--- src/rtl/cdb_arbiter_pkg.sv ---
`default_nettype none
// +--------------------------------------------------------------------------+
// | cdb_arbiter_pkg : shared packet types and CDB arbiter defaults           |
// | Revision: 1.0                                                            |
// +--------------------------------------------------------------------------+
package cdb_arbiter_pkg;

   localparam int XLEN       = 32;
   localparam int TAG_W      = 5;
   localparam int CDB_NUM_FU = 4;
   localparam int CDB_QDEPTH = 2;

   localparam logic [4:0] ZERO_REG = 5'd0;

   typedef struct packed {
      logic            valid;
      logic [XLEN-1:0] NPC;
      logic [XLEN-1:0] alu_result;
      logic            take_branch;
      logic [4:0]      dest_reg_idx;
      logic [TAG_W-1:0] Tag;
   } EX_PACKET;

   typedef struct packed {
      logic             valid;
      logic [TAG_W-1:0] Tag;
      logic [XLEN-1:0]  Value;
      logic [XLEN-1:0]  NPC;
      logic             take_branch;
      logic [4:0]       dest_reg_idx;
      logic             done;
      logic             halt;
      logic             illegal;
   } CDB_PACKET;

endpackage
`default_nettype wire

--- src/rtl/cdb_fifo.sv ---
`default_nettype none
// +--------------------------------------------------------------------------+
// | cdb_fifo : per-FU queue of completed EX_PACKETs awaiting the CDB         |
// | Revision: 1.0                                                            |
// +--------------------------------------------------------------------------+
module cdb_fifo
   import cdb_arbiter_pkg::*;
#(
   parameter int QDEPTH = CDB_QDEPTH
)
(
   input  logic                     clock,
   input  logic                     reset,
   input  logic                     flush,
   input  logic                     push,
   input  EX_PACKET                 push_data,
   input  logic                     pop,
   output logic [$clog2(QDEPTH):0]  count,
   output EX_PACKET                 head
);

   localparam int PTR_W = $clog2(QDEPTH);
   localparam logic [PTR_W-1:0] c_ptr_one = PTR_W'(1);
   localparam logic [PTR_W:0]   c_cnt_one = (PTR_W+1)'(1);

   EX_PACKET         r_mem [QDEPTH];
   logic [PTR_W-1:0] r_head;
   logic [PTR_W-1:0] r_tail;
   logic [PTR_W:0]   r_count;

   always_ff @(posedge clock or negedge reset) begin
      if (!reset) begin
         r_head  <= '0;
         r_tail  <= '0;
         r_count <= '0;
      end else if (flush) begin
         r_head  <= '0;
         r_tail  <= '0;
         r_count <= '0;
      end else begin
         if (push) r_tail <= r_tail + c_ptr_one;
         if (pop)  r_head <= r_head + c_ptr_one;
         case ({push, pop})
            2'b10:   r_count <= r_count + c_cnt_one;
            2'b01:   r_count <= r_count - c_cnt_one;
            default: r_count <= r_count;
         endcase
      end
   end

   // Storage carries no reset; head is only consumed while count is non-zero.
   always_ff @(posedge clock) begin
      if (push && !flush) r_mem[r_tail] <= push_data;
   end

   assign count = r_count;
   assign head  = r_mem[r_head];

endmodule
`default_nettype wire

--- src/rtl/cdb_arbiter.sv ---
`default_nettype none
// +--------------------------------------------------------------------------+
// | cdb_arbiter : round-robin arbitration of FU results onto the CDB        |
// | Revision: 1.0                                                            |
// +--------------------------------------------------------------------------+
module cdb_arbiter
   import cdb_arbiter_pkg::*;
#(
   parameter int NUM_FU = CDB_NUM_FU,
   parameter int QDEPTH = CDB_QDEPTH
)
(
   input  logic              clock,
   input  logic              reset,
   input  logic              squash,
   input  logic [NUM_FU-1:0] fu_valid,
   input  EX_PACKET          fu_packet [NUM_FU],
   output logic [NUM_FU-1:0] fu_ready,
   output CDB_PACKET         cdb_packet,
   output logic              wb_regfile_en,
   output logic [4:0]        wb_regfile_idx,
   output logic [XLEN-1:0]   wb_regfile_data
);

   localparam int CNT_W  = $clog2(QDEPTH) + 1;
   localparam int RR_W   = $clog2(NUM_FU);
   localparam int CAND_W = RR_W + 1;

   localparam logic [CNT_W-1:0]  c_depth   = CNT_W'(QDEPTH);
   localparam logic [CAND_W-1:0] c_num_fu  = CAND_W'(NUM_FU);
   localparam logic [RR_W-1:0]   c_last_fu = RR_W'(NUM_FU - 1);
   localparam logic [RR_W-1:0]   c_rr_one  = RR_W'(1);

   logic [CNT_W-1:0]  w_count [NUM_FU];
   EX_PACKET          w_head  [NUM_FU];
   logic [NUM_FU-1:0] w_push;
   logic [NUM_FU-1:0] w_pop;
   logic [NUM_FU-1:0] w_req;
   logic [NUM_FU-1:0] w_unused_valid;
   logic              w_grant;
   logic [RR_W-1:0]   w_grant_idx;
   logic [CAND_W-1:0] w_cand;

   logic [RR_W-1:0]   r_rr_ptr;
   CDB_PACKET         r_cdb;
   logic              r_wb_en;

   generate
      for (genvar i = 0; i < NUM_FU; i++) begin : g_fu
         assign fu_ready[i]       = (w_count[i] < c_depth);
         assign w_req[i]          = (w_count[i] != '0);
         assign w_push[i]         = fu_valid[i] & fu_ready[i] & ~squash;
         assign w_pop[i]          = w_grant && (w_grant_idx == RR_W'(i));
         assign w_unused_valid[i] = w_head[i].valid;

         cdb_fifo #(
            .QDEPTH (QDEPTH)
         ) u_fifo (
            .clock     (clock),
            .reset     (reset),
            .flush     (squash),
            .push      (w_push[i]),
            .push_data (fu_packet[i]),
            .pop       (w_pop[i]),
            .count     (w_count[i]),
            .head      (w_head[i])
         );
      end
   endgenerate

   // Scan from lowest to highest priority so the rr_ptr-nearest requester wins.
   always_comb begin
      w_grant     = 1'b0;
      w_grant_idx = '0;
      w_cand      = '0;
      for (int k = NUM_FU - 1; k >= 0; k--) begin
         w_cand = {1'b0, r_rr_ptr} + CAND_W'(k);
         if (w_cand >= c_num_fu) w_cand = w_cand - c_num_fu;
         if (w_req[w_cand[RR_W-1:0]]) begin
            w_grant     = 1'b1;
            w_grant_idx = w_cand[RR_W-1:0];
         end
      end
      if (squash) w_grant = 1'b0;
   end

   always_ff @(posedge clock or negedge reset) begin
      if (!reset) begin
         r_rr_ptr <= '0;
         r_cdb    <= '0;
         r_wb_en  <= 1'b0;
      end else begin
         r_cdb.valid <= w_grant;
         r_wb_en     <= w_grant && (w_head[w_grant_idx].dest_reg_idx != ZERO_REG);
         if (w_grant) begin
            r_rr_ptr           <= (w_grant_idx == c_last_fu) ? '0 : w_grant_idx + c_rr_one;
            r_cdb.Value        <= w_head[w_grant_idx].take_branch ? w_head[w_grant_idx].NPC
                                                                  : w_head[w_grant_idx].alu_result;
            r_cdb.NPC          <= w_head[w_grant_idx].NPC;
            r_cdb.take_branch  <= w_head[w_grant_idx].take_branch;
            r_cdb.dest_reg_idx <= w_head[w_grant_idx].dest_reg_idx;
            r_cdb.Tag          <= w_head[w_grant_idx].Tag;
            r_cdb.done         <= 1'b1;
            r_cdb.halt         <= 1'b0;
            r_cdb.illegal      <= 1'b0;
         end
      end
   end

   assign cdb_packet      = r_cdb;
   assign wb_regfile_en   = r_wb_en;
   assign wb_regfile_idx  = r_cdb.dest_reg_idx;
   assign wb_regfile_data = r_cdb.Value;

endmodule
`default_nettype wire

--- config.mk ---
export PLATFORM = sky130hd
export DESIGN_NAME = cdb_arbiter
export DESIGN_NICKNAME = d
export VERILOG_FILES = /design/src/rtl/cdb_arbiter_pkg.sv /design/src/rtl/cdb_fifo.sv /design/src/rtl/cdb_arbiter.sv
export SDC_FILE = /design/constraint.sdc
export NUM_CORES = 1
export LEC_CHECK = 0
export ABC_AREA = 0
export CELL_PAD_IN_SITES_DETAIL_PLACEMENT = 1
export CELL_PAD_IN_SITES_GLOBAL_PLACEMENT = 2
export CORE_UTILIZATION = 38
export DETAILED_ROUTE_END_ITERATION = 12
export HOLD_SLACK_MARGIN = 0.03
export PLACE_DENSITY_LB_ADDON = 0.1
export SLEW_MARGIN = 10
export SYNTH_ARGS = -nofsm -noshare
export SYNTH_HDL_FRONTEND = slang
export SYNTH_SLANG_ARGS = --single-unit
--- constraint.sdc ---
create_clock -name clock -period 7.36 [get_ports clock]
set_input_delay 1.104 -clock clock [delete_from_list [all_inputs] [get_ports clock]]
set_output_delay 1.104 -clock clock [all_outputs]
set_load 0.01 [all_outputs]
==> flow_summary.json, run 1 <==
{
  "cts_root_buf": "clkbuf_16",
  "synthTopCellsByCount": "edfxtp_1, mux2i_1, nand2_1",
  "floorplan.initialDensity_pct": 38.6,
  "crit_slowest_cell": "clkdlybuf4s50_1",
  "fmax_mhz": 258,
  "antenna_left": 0,
  "cellPowerDensity_nw_per_um2": 389,
  "synthToLayoutAreaGrowth_pct": 25.4,
  "place.port_buffers": 425,
  "grt_usage_pct": 23.2,
  "grt_first_pass_wirelength_um": 131000,
  "report.final.hold_viol_count": 0,
  "ys_async_sr_fraction_pct": 13.8,
  "final_max_slew_viols": 0,
  "insertion_delay_ns": 0.61,
  "fin_crit_ns": 3.88,
  "residual_drc_count": 0,
  "cts-resized-gates": 0,
  "max_slew_margin_pct": 27.0,
  "final_min_period_over_clock_period_pct": 52.7,
  "clock_sink_total": 696,
  "run_status": "finished clean",
  "grt_setup_unrepaired": "no",
  "path_cells": "clkdlybuf4s50_1 -> a41o_2 -> buf_4 -> nor4_4 -> nand2_1 -> o21ai_1 -> a21oi_1",
  "grt_start_max_net_pins": 84,
  "crit_path_max_incr_delay_ns": 0.97,
  "minimum_setup_slack_among_reg_to_reg_paths_ns": 3.64,
  "timing.rr.start": "g_fu[0].u_fifo.count[0]",
  "number_of_antenna_violations_at_the_first_check_in_global_routing": 10,
  "drv.max_cap_violation_count": 0,
  "timing.critical_path.to_type": "flop",
  "cp_required_ns": 7.80,
  "startpoint": "squash",
  "postSynthAreaPerCell_um2": 14.5,
  "worst-path-max-fanout": 64,
  "netlist_cell_types": 51,
  "ys.flop_type": "edfxtp_1",
  "post_synthesis_sequential_area_ratio_pct": 69.1,
  "synthTopCellsByArea": "edfxtp_1, mux2i_1, dfrtp_1",
  "tritoncts": "built",
  "wl_per_cell_um": 26.3,
  "clock_tree.htree_level_count": 3,
  "post-synth-top-area-fraction_pct": 61.0,
  "cts_hold_buf": 0,
  "cellLeakagePower_uw": 0.0126,
  "peak_supply_drop_mv": 0.234,
  "synthesis_stage_register_bit_count": 696,
  "tritoncts.num_buffers": 79,
  "drt_pass1_iterations": 5,
  "rr_endpoint": "wb_regfile_en",
  "worstSetupStartpointType": "input pin",
  "worstHoldPathType": "flop to flop",
  "worst_slack_ns": 3.48,
  "timing_worst_slew_pin_value_ns": 1.08,
  "core_region_area_um2": 76500,
  "row_count": 101,
  "synth-edff-count": 600,
  "globalplace.congestion": 0.868,
  "routed_wl_um": 92000,
  "cts.clk_slew.worst_paths_ns": 0.06,
  "dieArea_um2": 78800,
  "num_vias": 18377,
  "synth.most_common_cell": "edfxtp_1",
  "synthesis.instances": 2035,
  "synthDominantAreaCellType": "edfxtp_1",
  "setup-violations-final": 0,
  "viasPerCell": 5.25,
  "arr_time_crit_path_ns": 4.31,
  "synth-warning-count": 0,
  "skew_ns": 0.0185,
  "mappedNetlistArea_um2": 29500,
  "crit_type": "input pin to flop",
  "dp_slack_ns": 2.80,
  "layout-drive-gt1-share_pct": 7.14,
  "chipHeight_um": 281,
  "ioPinCount": 432,
  "finish.utilization_pct": 48.4,
  "worst_setup_path_endpoint": "g_fu[1].u_fifo.count[1]",
  "hpwlAfterDp_um": 62200,
  "first_global_vias": 20084,
  "ff2ff_path_depth": 8,
  "clock_path_buffers": 3,
  "layout_net_count": 2709,
  "grt_remaining_overflow": 0,
  "postCtsSetupBuffers": 0,
  "drtIter0Drc": 955,
  "fp.dieW_um": 281
}
layout by cell type, fill, tap and decap left out, types with 11 or more instances in the layout:
master and count:
and2_1 22, nand2b_1 22, o311a_1 22, mux2i_1 331
clkinv_1 16, nand3_1 62, dfrtp_1 92, clkdlybuf4s50_1 424
edfxtp_1 600, buf_4 33, nor2_1 59, mux2_2 11
a31oi_1 40, clkbuf_16 85, nand2_1 201, o21ai_1 13
a211oi_1 107, a21oi_1 52, nor2b_1 89, o311ai_0 22
o21ai_0 19, clkbuf_1 26, o311ai_1 21
sequential cells by signal, summed over array words and instances, names as in the netlist:
signal / cells
g_fu.u_fifo.r_mem: 600
cdb_packet: 40
wb_regfile_data: 32
g_fu.u_fifo.count: 8
wb_regfile_idx: 5
g_fu.u_fifo.r_head: 4
g_fu.u_fifo.r_tail: 4
r_rr_ptr: 2
wb_regfile_en: 1
how the worst min path moves through the flow:
| stage | start | cells past startpoint | to | slack (ns) |
|---|---|---|---|---|
| after global routing | cdb_packet[2] | 1 | cdb_packet[2] | 0.51 |
| after floorplan | cdb_packet[2] | 1 | cdb_packet[2] | 0.50 |
| final | cdb_packet[2] | 1 | cdb_packet[2] | 0.48 |
| after detailed placement | cdb_packet[2] | 1 | cdb_packet[2] | 0.46 |
| after CTS | cdb_packet[2] | 1 | cdb_packet[2] | 0.48 |
| after global placement | cdb_packet[2] | 1 | cdb_packet[2] | 0.46 |
per-layer routing:
layer	part of all wire, %	track usage, %	vias up
li1	-	-	8428
met1	38	26.1	9357
met2	53	42.8	429
met3	4.5	4.31	151
met4	4.1	10.0	12
met5	0.091	0	-
logic make-up after synthesis:
group                    Yosys count  synth area share, %
multiplexers                     344                 11.7
AND/OR/NAND/NOR                  477                 7.70
flip-flops                       696                 69.1
other                              1               0.0127
buffers and inverters            184                 3.31
AO/OA/AOI/OAI                    318                 7.66
XOR/XNOR                          14                0.415
adder cells (fa/ha/maj)            1               0.0424
cell type report:
type | instances | area [um2]
flip-flops and latches | 696 | 20400
diodes | 6 | 15.0
multi-input cells | 1156 | 8220
clock buffers | 116 | 2290
well taps | 1030 | 1290
inverters | 7 | 30.0
clock inverters | 32 | 254
repair buffers | 457 | 4490
fillers | 7485 | 39400
metrics by stage:
stage,total power (uW),hold WS [ns],cells,setup TNS [ns],instance area [um2]
6_report,14400,0.477,3500,0,37000
5_1_grt,15100,0.513,3496,0,37000
4_1_cts,14700,0.476,3494,0,37000
3_5_place_dp,10800,0.462,3346,0,34500
3_3_place_gp,10700,0.458,3346,0,34500
2_1_floorplan,8360,0.504,2036,-31.27,29500
worst max-delay path: cells and delay by family:
family / cells / cell delay, ns
buffers and inverters: 2 / 1.31
AO/OA/AOI/OAI: 3 / 0.84
AND/OR/NAND/NOR: 2 / 1.05
power by group:
part	internal [uW]	switching [uW]	leakage, uW
clock	2300	1560	0.00124
combinational	1920	3310	0.00476
sequential	4850	451	0.00664
total	9070	5320	0.0126
Note: power is estimated with default switching activity, not from simulation.
==> run 2: changes to the inputs <==
==> constraint.sdc (replaced) <==
create_clock -name clock -period 3.89 [get_ports clock]
set_input_delay 0.5835 -clock clock [delete_from_list [all_inputs] [get_ports clock]]
set_output_delay 0.5835 -clock clock [all_outputs]
set_load 0.01 [all_outputs]
==> run 2 against run 1 <==
  * Sequential power grew 88%
  * Clock power is 87% higher
  * Register-to-register slack worse by 2.6 ns
  * Routed wire length down 0.31%
  * Hold slack got worse by 0.0029 ns
==> flow_summary.json, run 2 (synthesis results as in run 1) <==
{
  "tritoncts": "built",
  "register_with_the_most_flip_flops": "g_fu.u_fifo.r_mem",
  "insertion_delay_ns": 0.61,
  "timing.critical_path.to_type": "flop",
  "cellLeakagePower_uw": 0.0128,
  "layout-drive-gt1-share_pct": 8.08,
  "antenna_left": 0,
  "peak_supply_drop_mv": 0.620,
  "path_cells": "nor2_1 -> a311oi_1 -> or2_4 -> inv_4 -> buf_12 -> ha_1 -> nand2_1 -> a21o_1 -> a221oi_1 -> nor2_1",
  "fp.dieW_um": 281,
  "cellPowerDensity_nw_per_um2": 730,
  "ioPinCount": 432,
  "residual_drc_count": 0,
  "cts-resized-gates": 0,
  "cts_root_buf": "clkbuf_16",
  "grt_start_max_net_pins": 96,
  "most-common-layout-cells": "edfxtp_1, clkdlybuf4s50_1, mux2i_1",
  "row_count": 101,
  "postCtsSetupBuffers": 0,
  "clock_tree.htree_level_count": 3,
  "number_of_antenna_violations_at_the_first_check_in_global_routing": 8,
  "place.port_buffers": 425,
  "fin_crit_ns": 2.83,
  "final_max_slew_viols": 0,
  "num_vias": 18623,
  "report.final.hold_viol_count": 0,
  "first_global_vias": 20574,
  "cts.clk_slew.worst_paths_ns": 0.06,
  "clock_sink_total": 696,
  "clock_path_buffers": 3,
  "skew_ns": 0.0203,
  "viasPerCell": 5.29,
  "chipHeight_um": 281,
  "grt_setup_unrepaired": "no",
  "drtIter0Drc": 927,
  "drv.max_cap_violation_count": 0,
  "max_slew_margin_pct": 33.6,
  "run_status": "finished clean",
  "cp_common_cell": "nor2_1",
  "worstHoldPathType": "flop to flop",
  "postLayoutCellArea_um2": 37400,
  "critical_path.n_buffers_inverters": 2,
  "cp_required_ns": 4.38,
  "arr_time_crit_path_ns": 3.32,
  "fin_total_pwr_uw": 27300,
  "core_region_area_um2": 76500,
  "routed_wl_um": 91700,
  "dpl-instance-area_um2": 34900,
  "globalplace.congestion": 0.876,
  "crit_path_max_incr_delay_ns": 0.42,
  "dieArea_um2": 78800,
  "grt_usage_pct": 23.2,
  "final_min_period_over_clock_period_pct": 72.7,
  "largest_reg_flops": 600,
  "timing_worst_slew_pin_value_ns": 0.976,
  "fillCellCount": 7544,
  "layout_net_count": 2735,
  "setup-violations-final": 0,
  "crit_type": "flop to flop",
  "final_common_cell": "edfxtp_1",
  "hpwlAfterDp_um": 63000,
  "drt_pass1_iterations": 5,
  "wl_per_cell_um": 26.0,
  "critPathTopFamily": "simple AND/OR/NAND/NOR gates",
  "tritoncts.num_buffers": 79,
  "crit_slowest_cell": "dfrtp_1",
  "worstSetupStartpointType": "flop",
  "cts_hold_buf": 1,
  "synthToLayoutAreaGrowth_pct": 26.7,
  "fmax_mhz": 353,
  "grt_remaining_overflow": 0,
  "floorplan.initialDensity_pct": 38.6,
  "grt_first_pass_wirelength_um": 131000,
  "worst-path-max-fanout": 48
}
==> run 2: where the power goes <==
group,switching [uW],internal (uW)
clock,2960,4240
sequential,807,9170
combinational,6290,3860
==> run 2: per-layer routing <==
layer,global-route usage [%],part of all wire (%)
met1,26.0,38
met2,44.2,55
met5,0,0.063
met4,7.69,3.1
met3,3.87,4.2
==> run 2: metrics by stage <==
step | hold slack, ns | setup WS [ns] | instances | utilization [%] | TNS [ns]
6_report | 0.474 | 1.06 | 3522 | 48.9 | 0
2_1_floorplan | 0.288 | -0.401 | 2036 | - | -144.67
3_3_place_gp | 0.451 | 0.989 | 3371 | 45.6 | 0
5_1_grt | 0.501 | 0.759 | 3521 | 48.9 | 0
4_1_cts | 0.478 | 0.977 | 3519 | 48.9 | 0
3_5_place_dp | 0.461 | 0.972 | 3371 | 45.6 | 0
==> run 2: final timing paths <==
path | slack (ns) | cells past startpoint | startpoint | end
max | 1.06 | 10 | g_fu[1].u_fifo.count[1] | g_fu[2].u_fifo.count[1]
min | 0.47 | 1 | cdb_packet[2] | cdb_packet[2]
max reg2reg | 1.06 | 10 | g_fu[1].u_fifo.count[1] | g_fu[2].u_fifo.count[1]
min reg2reg | 0.47 | 1 | cdb_packet[2] | cdb_packet[2]
max in group asynchronous | 2.54 | 3 | reset | g_fu[0].u_fifo.r_head
min in group asynchronous | 0.55 | 2 | reset | cdb_packet[78]
==> run 2: layout make-up <==
| type | count | area, um2 | area share, % |
|---|---|---|---|
| tap | 1030 | 1290 | 3.44 |
| antenna | 3 | 7.51 | 0.0201 |
| inverter | 7 | 28.8 | 0.0769 |
| multi-input combinational | 1156 | 8240 | 22.0 |
| clock buffer | 113 | 2260 | 6.04 |
| clock inverter | 34 | 244 | 0.652 |
| timing repair buffer | 483 | 4910 | 13.1 |
| sequential | 696 | 20400 | 54.6 |
